$ cat config.mk
export PLATFORM = sky130hd
export DESIGN_NAME = sdrd_slideshow_ctrl_flat
export DESIGN_NICKNAME = d
export VERILOG_FILES = /design/src/rtl/sdrd_slideshow_ctrl_if.sv /design/src/rtl/sdrd_slideshow_ctrl.sv /design/src/flat_wrapper.sv
export SDC_FILE = /design/constraint.sdc
export NUM_CORES = 1
export LEC_CHECK = 0
export CAP_MARGIN = 40
export CORE_MARGIN = 2
export CORE_UTILIZATION = 40
export CTS_CLUSTER_SIZE = 28
export DETAILED_ROUTE_END_ITERATION = 8
export PLACE_DENSITY = 0.72
export SLEW_MARGIN = 15
export SYNTH_ARGS = -nofsm -noshare
export SYNTH_HDL_FRONTEND = slang
export SYNTH_SLANG_ARGS = --single-unit
$ cat constraint.sdc
create_clock -name CLK -period 2 [get_ports CLK]
set_input_delay 0.3 -clock CLK [delete_from_list [all_inputs] [get_ports CLK]]
set_output_delay 0.3 -clock CLK [all_outputs]
set_load 0.05 [all_outputs]
$ cat src/rtl/sdrd_slideshow_ctrl_if.sv
// Control and frame-buffer bundle between the slideshow sequencer and its
// neighbours (FAT32 read chain, RGB unpacker, display frame memory).
interface sdrd_slideshow_ctrl_if #(
   parameter int IDX_W  = 4,
   parameter int ADDR_W = 18
);
   logic              SPI_INIT;
   logic              LOAD_REQ;
   logic [IDX_W-1:0]  LOAD_IDX;
   logic              LOAD_ACK;
   logic              LOAD_ERR;
   logic              RGB_WR;
   logic [63:0]       RGB_DATA;
   logic              PAUSE;
   logic              NEXT;
   logic              FB_WE;
   logic [ADDR_W:0]   FB_ADDR;
   logic [63:0]       FB_DATA;
   logic              DISP_BANK;
   logic              SWAP;
   logic              BUSY;
   logic [7:0]        ERR_CNT;

   modport master (
      input  SPI_INIT, LOAD_ACK, LOAD_ERR, RGB_WR, RGB_DATA, PAUSE, NEXT,
      output LOAD_REQ, LOAD_IDX, FB_WE, FB_ADDR, FB_DATA, DISP_BANK, SWAP,
             BUSY, ERR_CNT
   );

   modport slave (
      output SPI_INIT, LOAD_ACK, LOAD_ERR, RGB_WR, RGB_DATA, PAUSE, NEXT,
      input  LOAD_REQ, LOAD_IDX, FB_WE, FB_ADDR, FB_DATA, DISP_BANK, SWAP,
             BUSY, ERR_CNT
   );
endinterface

$ cat src/rtl/sdrd_slideshow_ctrl.sv
// Slideshow sequencer: requests images by index, writes each into the hidden
// half of a double-buffered frame memory, then swaps banks and holds.
module sdrd_slideshow_ctrl #(
   parameter int NUM_IMAGES     = 16,
   parameter int IDX_W          = 4,
   parameter int WORDS_PER_IMG  = 153600,
   parameter int ADDR_W         = 18,
   parameter int HOLD_CYCLES    = 250000000,
   parameter int HOLD_W         = 28,
   parameter int TIMEOUT_CYCLES = 1000000
) (
   input  logic                 CLK,
   input  logic                 RST_X,
   sdrd_slideshow_ctrl_if.master bus
);

   localparam int TMO_W = $clog2(TIMEOUT_CYCLES + 1);

   localparam logic [ADDR_W-1:0] LAST_WORD = ADDR_W'(WORDS_PER_IMG - 1);
   localparam logic [IDX_W-1:0]  LAST_IDX  = IDX_W'(NUM_IMAGES - 1);
   localparam logic [HOLD_W-1:0] HOLD_LOAD = HOLD_W'(HOLD_CYCLES - 1);
   localparam logic [TMO_W-1:0]  TMO_LAST  = TMO_W'(TIMEOUT_CYCLES - 1);

   typedef enum logic [2:0] {
      ST_IDLE,
      ST_REQ,
      ST_RECV,
      ST_SWAP,
      ST_HOLD
   } state_t;

   state_t            state_q,     state_d;
   logic [IDX_W-1:0]  idx_q,       idx_d;
   logic [ADDR_W-1:0] word_cnt_q,  word_cnt_d;
   logic [TMO_W-1:0]  tmo_cnt_q,   tmo_cnt_d;
   logic [HOLD_W-1:0] hold_cnt_q,  hold_cnt_d;
   logic              disp_bank_q, disp_bank_d;
   logic              swap_q,      swap_d;
   logic              fb_we_q,     fb_we_d;
   logic [ADDR_W:0]   fb_addr_q,   fb_addr_d;
   logic [63:0]       fb_data_q,   fb_data_d;
   logic [7:0]        err_cnt_q,   err_cnt_d;
   logic              skip;

   function automatic logic [IDX_W-1:0] next_idx(input logic [IDX_W-1:0] idx);
      return (idx == LAST_IDX) ? '0 : idx + IDX_W'(1);
   endfunction

   function automatic logic [7:0] sat_inc8(input logic [7:0] v);
      return (v == 8'hFF) ? v : v + 8'd1;
   endfunction

   always_comb begin
      state_d     = state_q;
      idx_d       = idx_q;
      word_cnt_d  = word_cnt_q;
      tmo_cnt_d   = tmo_cnt_q;
      hold_cnt_d  = hold_cnt_q;
      disp_bank_d = disp_bank_q;
      swap_d      = 1'b0;
      fb_we_d     = 1'b0;
      fb_addr_d   = fb_addr_q;
      fb_data_d   = fb_data_q;
      err_cnt_d   = err_cnt_q;
      skip        = 1'b0;

      case (state_q)
         ST_IDLE: begin
            if (bus.SPI_INIT) state_d = ST_REQ;
         end
         ST_REQ: begin
            if (bus.LOAD_ERR) begin
               skip = 1'b1;
            end else if (bus.LOAD_ACK) begin
               word_cnt_d = '0;
               tmo_cnt_d  = '0;
               state_d    = ST_RECV;
            end
         end
         ST_RECV: begin
            if (bus.RGB_WR) begin
               fb_we_d    = 1'b1;
               fb_addr_d  = {~disp_bank_q, word_cnt_q};
               fb_data_d  = bus.RGB_DATA;
               word_cnt_d = word_cnt_q + ADDR_W'(1);
               tmo_cnt_d  = '0;
               // A final word coinciding with an error still completes the image.
               if (word_cnt_q == LAST_WORD) state_d = ST_SWAP;
               else if (bus.LOAD_ERR)       skip    = 1'b1;
            end else if (bus.LOAD_ERR || tmo_cnt_q == TMO_LAST) begin
               skip = 1'b1;
            end else begin
               tmo_cnt_d = tmo_cnt_q + TMO_W'(1);
            end
         end
         ST_SWAP: begin
            disp_bank_d = ~disp_bank_q;
            swap_d      = 1'b1;
            hold_cnt_d  = HOLD_LOAD;
            state_d     = ST_HOLD;
         end
         ST_HOLD: begin
            if (bus.NEXT || hold_cnt_q == '0) begin
               idx_d   = next_idx(idx_q);
               state_d = ST_REQ;
            end else if (!bus.PAUSE) begin
               hold_cnt_d = hold_cnt_q - HOLD_W'(1);
            end
         end
         default: state_d = ST_IDLE;
      endcase

      if (skip) begin
         err_cnt_d = sat_inc8(err_cnt_q);
         idx_d     = next_idx(idx_q);
         state_d   = ST_REQ;
      end

      // Losing the card abandons whatever is in flight; the shown image stays.
      if (!bus.SPI_INIT) begin
         state_d     = ST_IDLE;
         fb_we_d     = 1'b0;
         swap_d      = 1'b0;
         disp_bank_d = disp_bank_q;
         idx_d       = idx_q;
         err_cnt_d   = err_cnt_q;
      end
   end

   always_ff @(posedge CLK) begin
      if (RST_X) begin
         state_q     <= ST_IDLE;
         idx_q       <= '0;
         word_cnt_q  <= '0;
         tmo_cnt_q   <= '0;
         hold_cnt_q  <= '0;
         disp_bank_q <= 1'b0;
         swap_q      <= 1'b0;
         fb_we_q     <= 1'b0;
         fb_addr_q   <= '0;
         fb_data_q   <= '0;
         err_cnt_q   <= '0;
      end else begin
         state_q     <= state_d;
         idx_q       <= idx_d;
         word_cnt_q  <= word_cnt_d;
         tmo_cnt_q   <= tmo_cnt_d;
         hold_cnt_q  <= hold_cnt_d;
         disp_bank_q <= disp_bank_d;
         swap_q      <= swap_d;
         fb_we_q     <= fb_we_d;
         fb_addr_q   <= fb_addr_d;
         fb_data_q   <= fb_data_d;
         err_cnt_q   <= err_cnt_d;
      end
   end

   assign bus.LOAD_REQ  = (state_q == ST_REQ);
   assign bus.LOAD_IDX  = idx_q;
   assign bus.FB_WE     = fb_we_q;
   assign bus.FB_ADDR   = fb_addr_q;
   assign bus.FB_DATA   = fb_data_q;
   assign bus.DISP_BANK = disp_bank_q;
   assign bus.SWAP      = swap_q;
   assign bus.BUSY      = (state_q == ST_REQ) || (state_q == ST_RECV) ||
                          (state_q == ST_SWAP);
   assign bus.ERR_CNT   = err_cnt_q;

endmodule

$ cat src/flat_wrapper.sv
// flat-port wrapper written by rule: the top's interface ports become plain ports
module sdrd_slideshow_ctrl_flat 
#(
   parameter int NUM_IMAGES     = 16,
   parameter int IDX_W          = 4,
   parameter int WORDS_PER_IMG  = 153600,
   parameter int ADDR_W         = 18,
   parameter int HOLD_CYCLES    = 250000000,
   parameter int HOLD_W         = 28,
   parameter int TIMEOUT_CYCLES = 1000000
)
  (CLK, RST_X, bus_SPI_INIT, bus_LOAD_ACK, bus_LOAD_ERR, bus_RGB_WR, bus_RGB_DATA, bus_PAUSE, bus_NEXT, bus_LOAD_REQ, bus_LOAD_IDX, bus_FB_WE, bus_FB_ADDR, bus_FB_DATA, bus_DISP_BANK, bus_SWAP, bus_BUSY, bus_ERR_CNT);
  sdrd_slideshow_ctrl_if #(.IDX_W(IDX_W), .ADDR_W(ADDR_W)) bus_i ();
  input  logic CLK;
  input  logic RST_X;
  input wire logic [$bits(bus_i.SPI_INIT)-1:0] bus_SPI_INIT;
  input wire logic [$bits(bus_i.LOAD_ACK)-1:0] bus_LOAD_ACK;
  input wire logic [$bits(bus_i.LOAD_ERR)-1:0] bus_LOAD_ERR;
  input wire logic [$bits(bus_i.RGB_WR)-1:0] bus_RGB_WR;
  input wire logic [$bits(bus_i.RGB_DATA)-1:0] bus_RGB_DATA;
  input wire logic [$bits(bus_i.PAUSE)-1:0] bus_PAUSE;
  input wire logic [$bits(bus_i.NEXT)-1:0] bus_NEXT;
  output wire logic [$bits(bus_i.LOAD_REQ)-1:0] bus_LOAD_REQ;
  output wire logic [$bits(bus_i.LOAD_IDX)-1:0] bus_LOAD_IDX;
  output wire logic [$bits(bus_i.FB_WE)-1:0] bus_FB_WE;
  output wire logic [$bits(bus_i.FB_ADDR)-1:0] bus_FB_ADDR;
  output wire logic [$bits(bus_i.FB_DATA)-1:0] bus_FB_DATA;
  output wire logic [$bits(bus_i.DISP_BANK)-1:0] bus_DISP_BANK;
  output wire logic [$bits(bus_i.SWAP)-1:0] bus_SWAP;
  output wire logic [$bits(bus_i.BUSY)-1:0] bus_BUSY;
  output wire logic [$bits(bus_i.ERR_CNT)-1:0] bus_ERR_CNT;
  assign bus_i.SPI_INIT = bus_SPI_INIT;
  assign bus_i.LOAD_ACK = bus_LOAD_ACK;
  assign bus_i.LOAD_ERR = bus_LOAD_ERR;
  assign bus_i.RGB_WR = bus_RGB_WR;
  assign bus_i.RGB_DATA = bus_RGB_DATA;
  assign bus_i.PAUSE = bus_PAUSE;
  assign bus_i.NEXT = bus_NEXT;
  assign bus_LOAD_REQ = bus_i.LOAD_REQ;
  assign bus_LOAD_IDX = bus_i.LOAD_IDX;
  assign bus_FB_WE = bus_i.FB_WE;
  assign bus_FB_ADDR = bus_i.FB_ADDR;
  assign bus_FB_DATA = bus_i.FB_DATA;
  assign bus_DISP_BANK = bus_i.DISP_BANK;
  assign bus_SWAP = bus_i.SWAP;
  assign bus_BUSY = bus_i.BUSY;
  assign bus_ERR_CNT = bus_i.ERR_CNT;
  sdrd_slideshow_ctrl #(.NUM_IMAGES(NUM_IMAGES), .IDX_W(IDX_W), .WORDS_PER_IMG(WORDS_PER_IMG), .ADDR_W(ADDR_W), .HOLD_CYCLES(HOLD_CYCLES), .HOLD_W(HOLD_W), .TIMEOUT_CYCLES(TIMEOUT_CYCLES)) u_core (.CLK(CLK), .RST_X(RST_X), .bus(bus_i));
endmodule
== After elaboration in Yosys (flattened, before gate mapping) ==
Cells that the tools add are included.

* Bitwise logic cells: 4
* Multiplexer cells: 30
* Add/subtract/negate cells: 5
* Eq/ne operators: 21
* Reductions and logical operators: 22

{| class="wikitable"
|+ Operators with widths
! operator !! number
|-
| 20-bit two-way mux || 4
|-
| 28-bit two-way mux || 2
|-
| 28-bit one-hot mux with 2 select lines || 1
|-
| 18-bit two-way mux || 3
|-
| 20-bit one-hot mux with 2 select lines || 1
|-
| 18-bit one-hot mux with 2 select lines || 1
|-
| 28-bit zero test || 1
|-
| 28-bit by 1-bit subtractor with 28-bit output, second input constant || 1
|-
| 20-bit by 1-bit adder with 20-bit output, second input constant || 1
|-
| 20-bit equality test, second input constant || 1
|-
| 18-bit by 1-bit adder with 18-bit output, second input constant || 1
|-
| 18-bit equality test, second input constant || 1
|-
| 4-bit two-way mux || 4
|-
| 3-bit two-way mux || 5
|-
| 3-bit one-hot mux with 5 select lines || 1
|-
| 2-bit != test, second input constant || 5
|-
| 5-bit AND reduction || 2
|-
| 3-bit by 2-bit != test with 1-bit output, second input constant || 3
|-
| 3-bit AND reduction || 3
|-
| 8-bit by 1-bit adder with 8-bit output, second input constant || 1
|-
| 8-bit equality test, second input constant || 1
|-
| 4-bit AND reduction || 2
|-
| 2-bit nonzero test || 4
|-
| 1-bit two-way mux || 7
|-
| 15 further kinds || 26
|}

* Logic and storage cells: 94
* Output and inout bits: 100
* Register bits after elaboration: 167

== Longest topological paths before layout ==
Gate-level depths: netlist (run 1).

* Depth in word-level cells: 7
* Gate-level depth with buffers: 9

== Worst setup path before layout (run 1) ==
Ideal clock, no wire load.

* Path kind: flip-flop to flip-flop
* From: register u_core.state_q[0]
* To: register u_core.tmo_cnt_q[19]
* Stages on the path, launching flop included: 9
* Arrival: 2.817 ns
* Setup slack: -0.941 ns
* Library setup time: 0.124 ns
* Buffers on the path: 2
* Period minus slack after synthesis: 2.941 ns
* Required time: 1.876 ns
* Cell sequence: dfxtp_1 buf_2 nor3b_1 a21o_1 o211ai_1 buf_2 nor4_1 xnor2_1 nor2_1

* Longest elaborated chain between the ends: 3

{| class="wikitable"
|+ RTL lines
! element !! line !! RTL
|-
| start: declaration || sdrd_slideshow_ctrl.sv:32 || <nowiki>state_t state_q, state_d;</nowiki>
|-
| start signal: assignment || sdrd_slideshow_ctrl.sv:144 || <nowiki>state_q <= state_d;</nowiki>
|-
| 3-bit by 1-bit equality test with 1-bit output (*) || -- ||
|-
| named net bus_LOAD_REQ || flat_wrapper.sv:23 || <nowiki>output wire logic [$bits(bus_i.LOAD_REQ)-1:0] bus_LOAD_REQ;</nowiki>
|-
| 2-bit != test (no line) / 2-bit nonzero test (equally long branches) || -- ||
|-
| 4-bit AND reduction (no line) || -- ||
|-
| end signal: assignment || sdrd_slideshow_ctrl.sv:147 || <nowiki>tmo_cnt_q <= tmo_cnt_d;</nowiki>
|-
| end: declaration || sdrd_slideshow_ctrl.sv:35 || <nowiki>logic [TMO_W-1:0] tmo_cnt_q, tmo_cnt_d;</nowiki>
|}

The timed path passes the listed nets; every way through them passes the cells marked *.
A chain may end at the register's enable or synchronous reset.

== Final worst setup path (run 1) ==
* From: register u_core.hold_cnt_q[20]
* To: register u_core.idx_q[2], in the netlist u_core.bus.LOAD_IDX[2]

* Longest elaborated chain between the ends: 4

{| class="wikitable"
|+ RTL lines
! element !! line !! RTL
|-
| start: declaration || sdrd_slideshow_ctrl.sv:36 || <nowiki>logic [HOLD_W-1:0] hold_cnt_q, hold_cnt_d;</nowiki>
|-
| start signal: assignment || sdrd_slideshow_ctrl.sv:148 || <nowiki>hold_cnt_q <= hold_cnt_d;</nowiki>
|-
| 28-bit zero test || sdrd_slideshow_ctrl.sv:103 || <nowiki>if (bus.NEXT || hold_cnt_q == '0) begin</nowiki>
|-
| 1-bit logical OR || sdrd_slideshow_ctrl.sv:103 ||
|-
| 2-bit nonzero test (no line) || -- ||
|-
| 3-bit AND reduction (no line) || -- ||
|-
| end signal: assignment || sdrd_slideshow_ctrl.sv:145 || <nowiki>idx_q <= idx_d;</nowiki>
|-
| end: declaration || sdrd_slideshow_ctrl.sv:33 || <nowiki>logic [IDX_W-1:0] idx_q, idx_d;</nowiki>
|}

Every way passes these cells.

==> flow_metrics.env, run 1 <==
export IMPL_status="finished with violations"
export IMPL_violations="negative setup slack"
export IMPL_io_buffer_count=171
export IMPL_antenna_cells=0
export IMPL_power_internal_uw=5520
export IMPL_synth_top_area_share_pct=47.6
export IMPL_irDropWorstVdd_uv=657
export IMPL_power_frac_comb_pct=7.0
export IMPL_htreeDepth=4
export IMPL_grt_pass1_vias=6162
export IMPL_vias=6720
export IMPL_slew_violations=0
export IMPL_synth_main_ff_cell="dfxtp_1"
export IMPL_clk_pin_slew_ns=0.07
export IMPL_synth_top_cell_by_area="dfxtp_1"
export IMPL_synthCells=850
export IMPL_drt_iter0_markers=350
export IMPL_avgSynthCellArea_um2=8.26
export IMPL_setup_violations=55
export IMPL_syn2layout_area_growth_pct=52.7
export IMPL_cap_viol_max_count=0
export IMPL_synthTopCellsByArea="dfxtp_1, nand2_1, a21oi_1"
export IMPL_dp_hpwl_mm=13.0
export IMPL_syn_area_um2=7020
export IMPL_rsz0062_at_grt="true"
export IMPL_power_frac_clock_pct=46.5
export IMPL_io_pins=172
export IMPL_place_gp_congestion=0.773
export IMPL_routed_wl_mm=19.6
export IMPL_yosysWarnings=0
export IMPL_power_frac_seq_pct=46.5
export IMPL_final_util_pct=62.2
export IMPL_initial_core_util_pct=40.7
export IMPL_fin_ws_ns=-0.235
export IMPL_hold_class="input port to flip-flop"
export IMPL_fp_dieH_um=137
export IMPL_grt_remaining_overflow=0
export IMPL_ctsLongestPathBuffers=2
export IMPL_antenna_found_initial=0
export IMPL_ys_types=59
export IMPL_fin_skew_ns=0.00945
export IMPL_fin_area_um2=10700
export IMPL_cp_arrival_ns=2.55
export IMPL_stdcell_count=1339
export IMPL_netSwitchingPower_uw=1680
export IMPL_routed_wl_met2_mm=9.43
export IMPL_vias_per_cell=5.02
export IMPL_dp_cells=1292
export IMPL_groute_usage_overall_pct=20.4
export IMPL_cp_max_fo=4
export IMPL_synth_nets=928
export IMPL_slew_headroom_pct=57.3
export IMPL_finalSetupTns_ns=-5.31
export IMPL_async_flop_share_pct=0
export IMPL_root_buffer="clkbuf_16"
export IMPL_top_layer_used="met4"
export IMPL_drt_pass1_iter_count=5
export IMPL_wl_met3_mm=1.27
export IMPL_wirelength_met1_mm=8.53
export IMPL_drive_above_1_share_pct=19.3
export IMPL_leakage_uw=0.00392
export IMPL_max_freq_ghz=0.447
export IMPL_worst_slew_pin_transition_ns=0.639
export IMPL_route_detailed_drc=0
export IMPL_nets=1179
export IMPL_drt_antenna_violating_nets=0
export IMPL_placed_area_um2=9690
export IMPL_p_per_area_nw_per_um2=671
export IMPL_hold_ws_ns=0.286
export IMPL_core_area_um2=17200
export IMPL_period_needed_ns=2.24
export IMPL_grt_pass1_wl_mm=30.4
export IMPL_ys_seq_area_share_pct=47.6
export IMPL_cts_sinks=167
export IMPL_die_x_um=137
export IMPL_wl_per_cell_um=14.6
export IMPL_critPathLaunchType="flip-flop"
export IMPL_timing_final_hold_violations=0
export IMPL_worstSetupPathType="flip-flop to flip-flop"
export IMPL_synth_edf_count=0
export IMPL_finalCritPeriodShare_pct=112
export IMPL_clock_latency_ns=0.43
export IMPL_grt_max_degree=62
export IMPL_num_rows=48
export IMPL_dieArea_um2=18600
export IMPL_ys_ff_latch=167
export IMPL_switching_share_pct=23.3
export IMPL_hold_buffers=0
export IMPL_numCtsBuffers=17
export IMPL_crit_path_end_kind="flip-flop"
export IMPL_cts_tree="done"
export IMPL_crit_required_ns=2.32
final timing paths:
path / from / endpoint / slack (ns) / cells past startpoint
min reg2reg: u_core.bus.FB_DATA[10] / u_core.bus.FB_DATA[10] / 0.45 / 2
max: u_core.hold_cnt_q[20] / u_core.bus.LOAD_IDX[2] / -0.24 / 7
max reg2reg: u_core.hold_cnt_q[20] / u_core.bus.LOAD_IDX[2] / -0.24 / 7
min: RST_X / u_core.bus.ERR_CNT[0] / 0.29 / 2
cell families after synthesis:
| logic type | Yosys count | share of synthesized area [%] |
|---|---|---|
| fa+ha+maj | 6 | 1.07 |
| buf+inv | 63 | 3.46 |
| xor+xnor | 60 | 7.48 |
| mux | 6 | 0.873 |
| simple gates | 393 | 26.3 |
| flops | 167 | 47.6 |
| compound gates | 155 | 13.2 |
metrics by stage:
stage               total power [uW]  setup slack, ns
floorplan                       3620           -0.125
global placement                3880           -0.681
global route                    7450           -0.339
CTS                             7250           -0.197
detailed placement              3880           -0.726
finish                          7200           -0.235
power by group through the flow:
stage / sequential, uW / combinational [uW] / clock, uW
2_1_floorplan: 3450 / 169 / 0
3_3_place_gp: 3420 / 451 / 0
3_5_place_dp: 3430 / 454 / 0
4_1_cts: 3350 / 479 / 3420
5_1_grt: 3350 / 538 / 3560
6_report: 3350 / 503 / 3340
cell usage after synthesis (all sizes together), types with 7 or more instances:
library cell  number
clkbuf            43
xor2              32
nor2              82
o211ai             7
xnor2             28
dfxtp            167
a21oi            105
nand2            187
or3                7
o21ai             13
nand4              8
nor4               8
buf                7
nand3             22
and3              10
inv               13
nand2b             8
nor3              17
routing by layer:
metal	vias to the layer above	GRT usage, %
li1	3389	-
met2	170	33.3
met3	25	5.52
met5	-	0
met4	0	7.99
met1	3136	25.7
critical path, stage by stage, from the launching register on:
cell and delay, ns:
dfxtp_2 0.32, or4_4 0.55, nor4_4 0.30, buf_4 0.18
and3_4 0.20, o21ai_4 0.09, a21oi_2 0.17, mux2_4 0.30
layout make-up:
class	count	area, um2
inverters	13	48.8
well taps	225	282
clock inverters	13	159
repair buffers	282	2670
clock buffers	19	443
flip-flops and latches	167	3350
multi-input cells	620	3770
fillers	1465	6510
what timing repair did:
item                                   in CTS  in global routing
pin swaps                                  27                 37
gates resized for setup                    42                 46
setup endpoints to repair                  73                 85
endpoints found under the hold margin       0                  0
gates cloned                                1                  1
buffers inserted                            6                  9
cell usage in the layout, fill, tap and decap left out, types with 4 or more instances in the layout:
cell type          n
nor4_1             4
nand4b_1           4
xnor2_1           26
nand2b_1           8
nor2b_1            5
nor2_4             4
mux2i_1            5
nor3_1            15
or3_1              5
buf_12             4
clkbuf_16         17
o21ai_0            4
and3_1             8
a21oi_1          100
a21oi_2            4
clkdlybuf4s50_1  156
inv_6              6
buf_6             16
dlygate4sd2_1      4
and4_1             5
nor2_1            75
nand2_1          186
buf_4             94
o211ai_1           7
dlymetal6s2s_1     7
nand3b_1           6
nand3_1           20
xor2_1            30
inv_1             13
dfxtp_1          163
nand4_1            8
ha_1               5
sequential cells by signal, indices dropped and copies added, names as in the netlist, 3 cells and up:
signal               flops
u_core.bus.FB_DATA      64
u_core.tmo_cnt_q        20
u_core.state_q           3
u_core.hold_cnt_q       28
u_core.bus.LOAD_IDX      4
u_core.word_cnt_q       18
u_core.bus.ERR_CNT       8
u_core.bus.FB_ADDR      19
Power figures use the tool's default switching activity.
==> run 2: changes to the inputs <==
--- a/config.mk
+++ b/config.mk
@@ -7,10 +7,11 @@
 export LEC_CHECK = 0
 export CAP_MARGIN = 40
 export CORE_MARGIN = 2
-export CORE_UTILIZATION = 40
+export CORE_UTILIZATION = 45
 export CTS_CLUSTER_SIZE = 28
 export DETAILED_ROUTE_END_ITERATION = 8
-export PLACE_DENSITY = 0.72
+export PLACE_DENSITY = 0.8
+export RECOVER_POWER = 50
 export SLEW_MARGIN = 15
 export SYNTH_ARGS = -nofsm -noshare
 export SYNTH_HDL_FRONTEND = slang
==> flow_metrics.env, run 2 (same netlist as run 1, synthesis figures left out) <==
export IMPL_status="finished with violations"
export IMPL_violations="negative setup slack"
export IMPL_switching_share_pct=23.2
export IMPL_netSwitchingPower_uw=1650
export IMPL_final_common_cell="nand2_1"
export IMPL_cp_top_family="simple AND/OR/NAND/NOR gates"
export IMPL_cts_tree="done"
export IMPL_fp_dieH_um=129
export IMPL_p_per_area_nw_per_um2=669
export IMPL_grt_max_degree=55
export IMPL_htreeDepth=4
export IMPL_critPathLaunchType="flip-flop"
export IMPL_clock_latency_ns=0.44
export IMPL_power_frac_clock_pct=45.6
export IMPL_drt_pass1_iter_count=5
export IMPL_routed_wl_mm=19.5
export IMPL_dp_hpwl_mm=12.7
export IMPL_cts_sinks=167
export IMPL_crit_required_ns=2.36
export IMPL_place_gp_congestion=0.828
export IMPL_crit_path_end_kind="flip-flop"
export IMPL_drt_iter0_markers=495
export IMPL_grt_pass1_wl_mm=29.3
export IMPL_die_x_um=129
export IMPL_slew_headroom_pct=53.8
export IMPL_clk_pin_slew_ns=0.07
export IMPL_wl_per_cell_um=15.0
export IMPL_max_freq_ghz=0.450
export IMPL_rrSetupSlack_ns=-0.22
export IMPL_p_total_uw=7080
export IMPL_largest_reg_flops=64
export IMPL_grt_pass1_vias=6239
export IMPL_vias=6859
export IMPL_root_buffer="clkbuf_16"
export IMPL_antenna_found_initial=0
export IMPL_most_common_layout_cells="nand2_1, dfxtp_1, clkdlybuf4s50_1, a21oi_1, buf_4"
export IMPL_antenna_cells=0
export IMPL_power_frac_seq_pct=47.3
export IMPL_io_pins=172
export IMPL_finalCritPeriodShare_pct=111
export IMPL_worst_slew_pin_transition_ns=0.692
export IMPL_finalSetupTns_ns=-7.25
export IMPL_ctsLongestPathBuffers=2
export IMPL_worstSetupPathType="flip-flop to flip-flop"
export IMPL_io_buffer_count=171
export IMPL_fin_area_um2=10600
export IMPL_hold_class="input port to flip-flop"
export IMPL_numCtsBuffers=17
export IMPL_groute_usage_overall_pct=21.7
export IMPL_hold_ws_ns=0.278
export IMPL_dieArea_um2=16600
export IMPL_setup_violations=63
export IMPL_slew_violations=0
export IMPL_grt_remaining_overflow=0
export IMPL_dp_cells=1252
export IMPL_wirelength_met1_mm=8.28
export IMPL_cap_viol_max_count=0
export IMPL_placed_area_um2=9630
export IMPL_initial_core_util_pct=46.2
export IMPL_timing_final_hold_violations=0
export IMPL_cp_slowest_stage_delay_ns=0.49
export IMPL_syn2layout_area_growth_pct=50.6
export IMPL_routed_wl_met2_mm=9.67
export IMPL_power_frac_comb_pct=7.1
export IMPL_drive_above_1_share_pct=19.0
export IMPL_route_detailed_drc=0
export IMPL_fin_skew_ns=0.00915
export IMPL_leakage_uw=0.00381
export IMPL_period_needed_ns=2.22
export IMPL_crit_buf_inv=1
export IMPL_top_layer_used="met4"
export IMPL_wl_met3_mm=1.10
export IMPL_irDropWorstVdd_uv=635
export IMPL_core_area_um2=15200
export IMPL_worstPathCellList="buf_6, or4b_4, a211o_1, a41oi_2, nand3_2, or4_1, a31oi_1"
export IMPL_power_internal_uw=5440
export IMPL_cp_arrival_ns=2.58
export IMPL_cp_max_fo=3
export IMPL_stdcell_count=1299
export IMPL_num_rows=45
export IMPL_rsz0062_at_grt="true"
export IMPL_cpMaxStageDelayCell="or4b_4"
export IMPL_fin_ws_ns=-0.223
export IMPL_drt_antenna_violating_nets=0
export IMPL_nets=1176
export IMPL_hold_buffers=0
export IMPL_vias_per_cell=5.28
## run 2: cell types whose count changed in the layout (fill, tap and decap cells not counted), moves of 3 or more
cell            delta
buf_4              -6
buf_6              -4
clkbuf_1           +3
clkbuf_4           +3
dlymetal6s2s_1     -7
nor3_1             -3
## run 2: final timing paths
kind,startpoint,endpoint,cells after the start
min reg2reg,u_core.bus.FB_ADDR[15],u_core.bus.FB_ADDR[15],2
min,RST_X,u_core.bus.ERR_CNT[0],2
max reg2reg,u_core.state_q[0],u_core.hold_cnt_q[18],7
max,u_core.state_q[0],u_core.hold_cnt_q[18],7
## run 2: per-stage QoR
step / worst slack, ns / utilization, %
final: -0.223 / 69.6
after CTS: -0.192 / 67.5
after detailed placement: -0.628 / 63.4
after floorplan: -0.125 / -
after global placement: -0.613 / 63.4
after global routing: -0.309 / 69.6
## run 2: layer usage
layer  vias up  GRT usage [%]
li1       3382              -
met1      3243           26.7
met2       198           36.9
met3        36           4.82
met4         0           9.21
met5         -              0
## run 2: power groups by stage
stage                     Clock, uW  Combinational [uW]  Sequential [uW]
after floorplan                   0                 169             3450
after global placement            0                 447             3420
after detailed placement          0                 451             3430
after CTS                      3280                 459             3350
after global routing           3410                 531             3350
final                          3230                 501             3350
## run 2: final cells by class
class | count | area, um2
clock inverter | 12 | 116
multi-input combinational | 620 | 3780
fill | 1122 | 4620
tap | 188 | 235
sequential | 167 | 3350
timing repair buffer | 279 | 2580
inverter | 13 | 48.8
clock buffer | 20 | 467
## run 2: timing repair
action	in CTS	in global routing
setup buffers	2	12
pin swaps	18	58
gates resized for setup	17	70
setup endpoints to repair	70	83
cloned	0	1
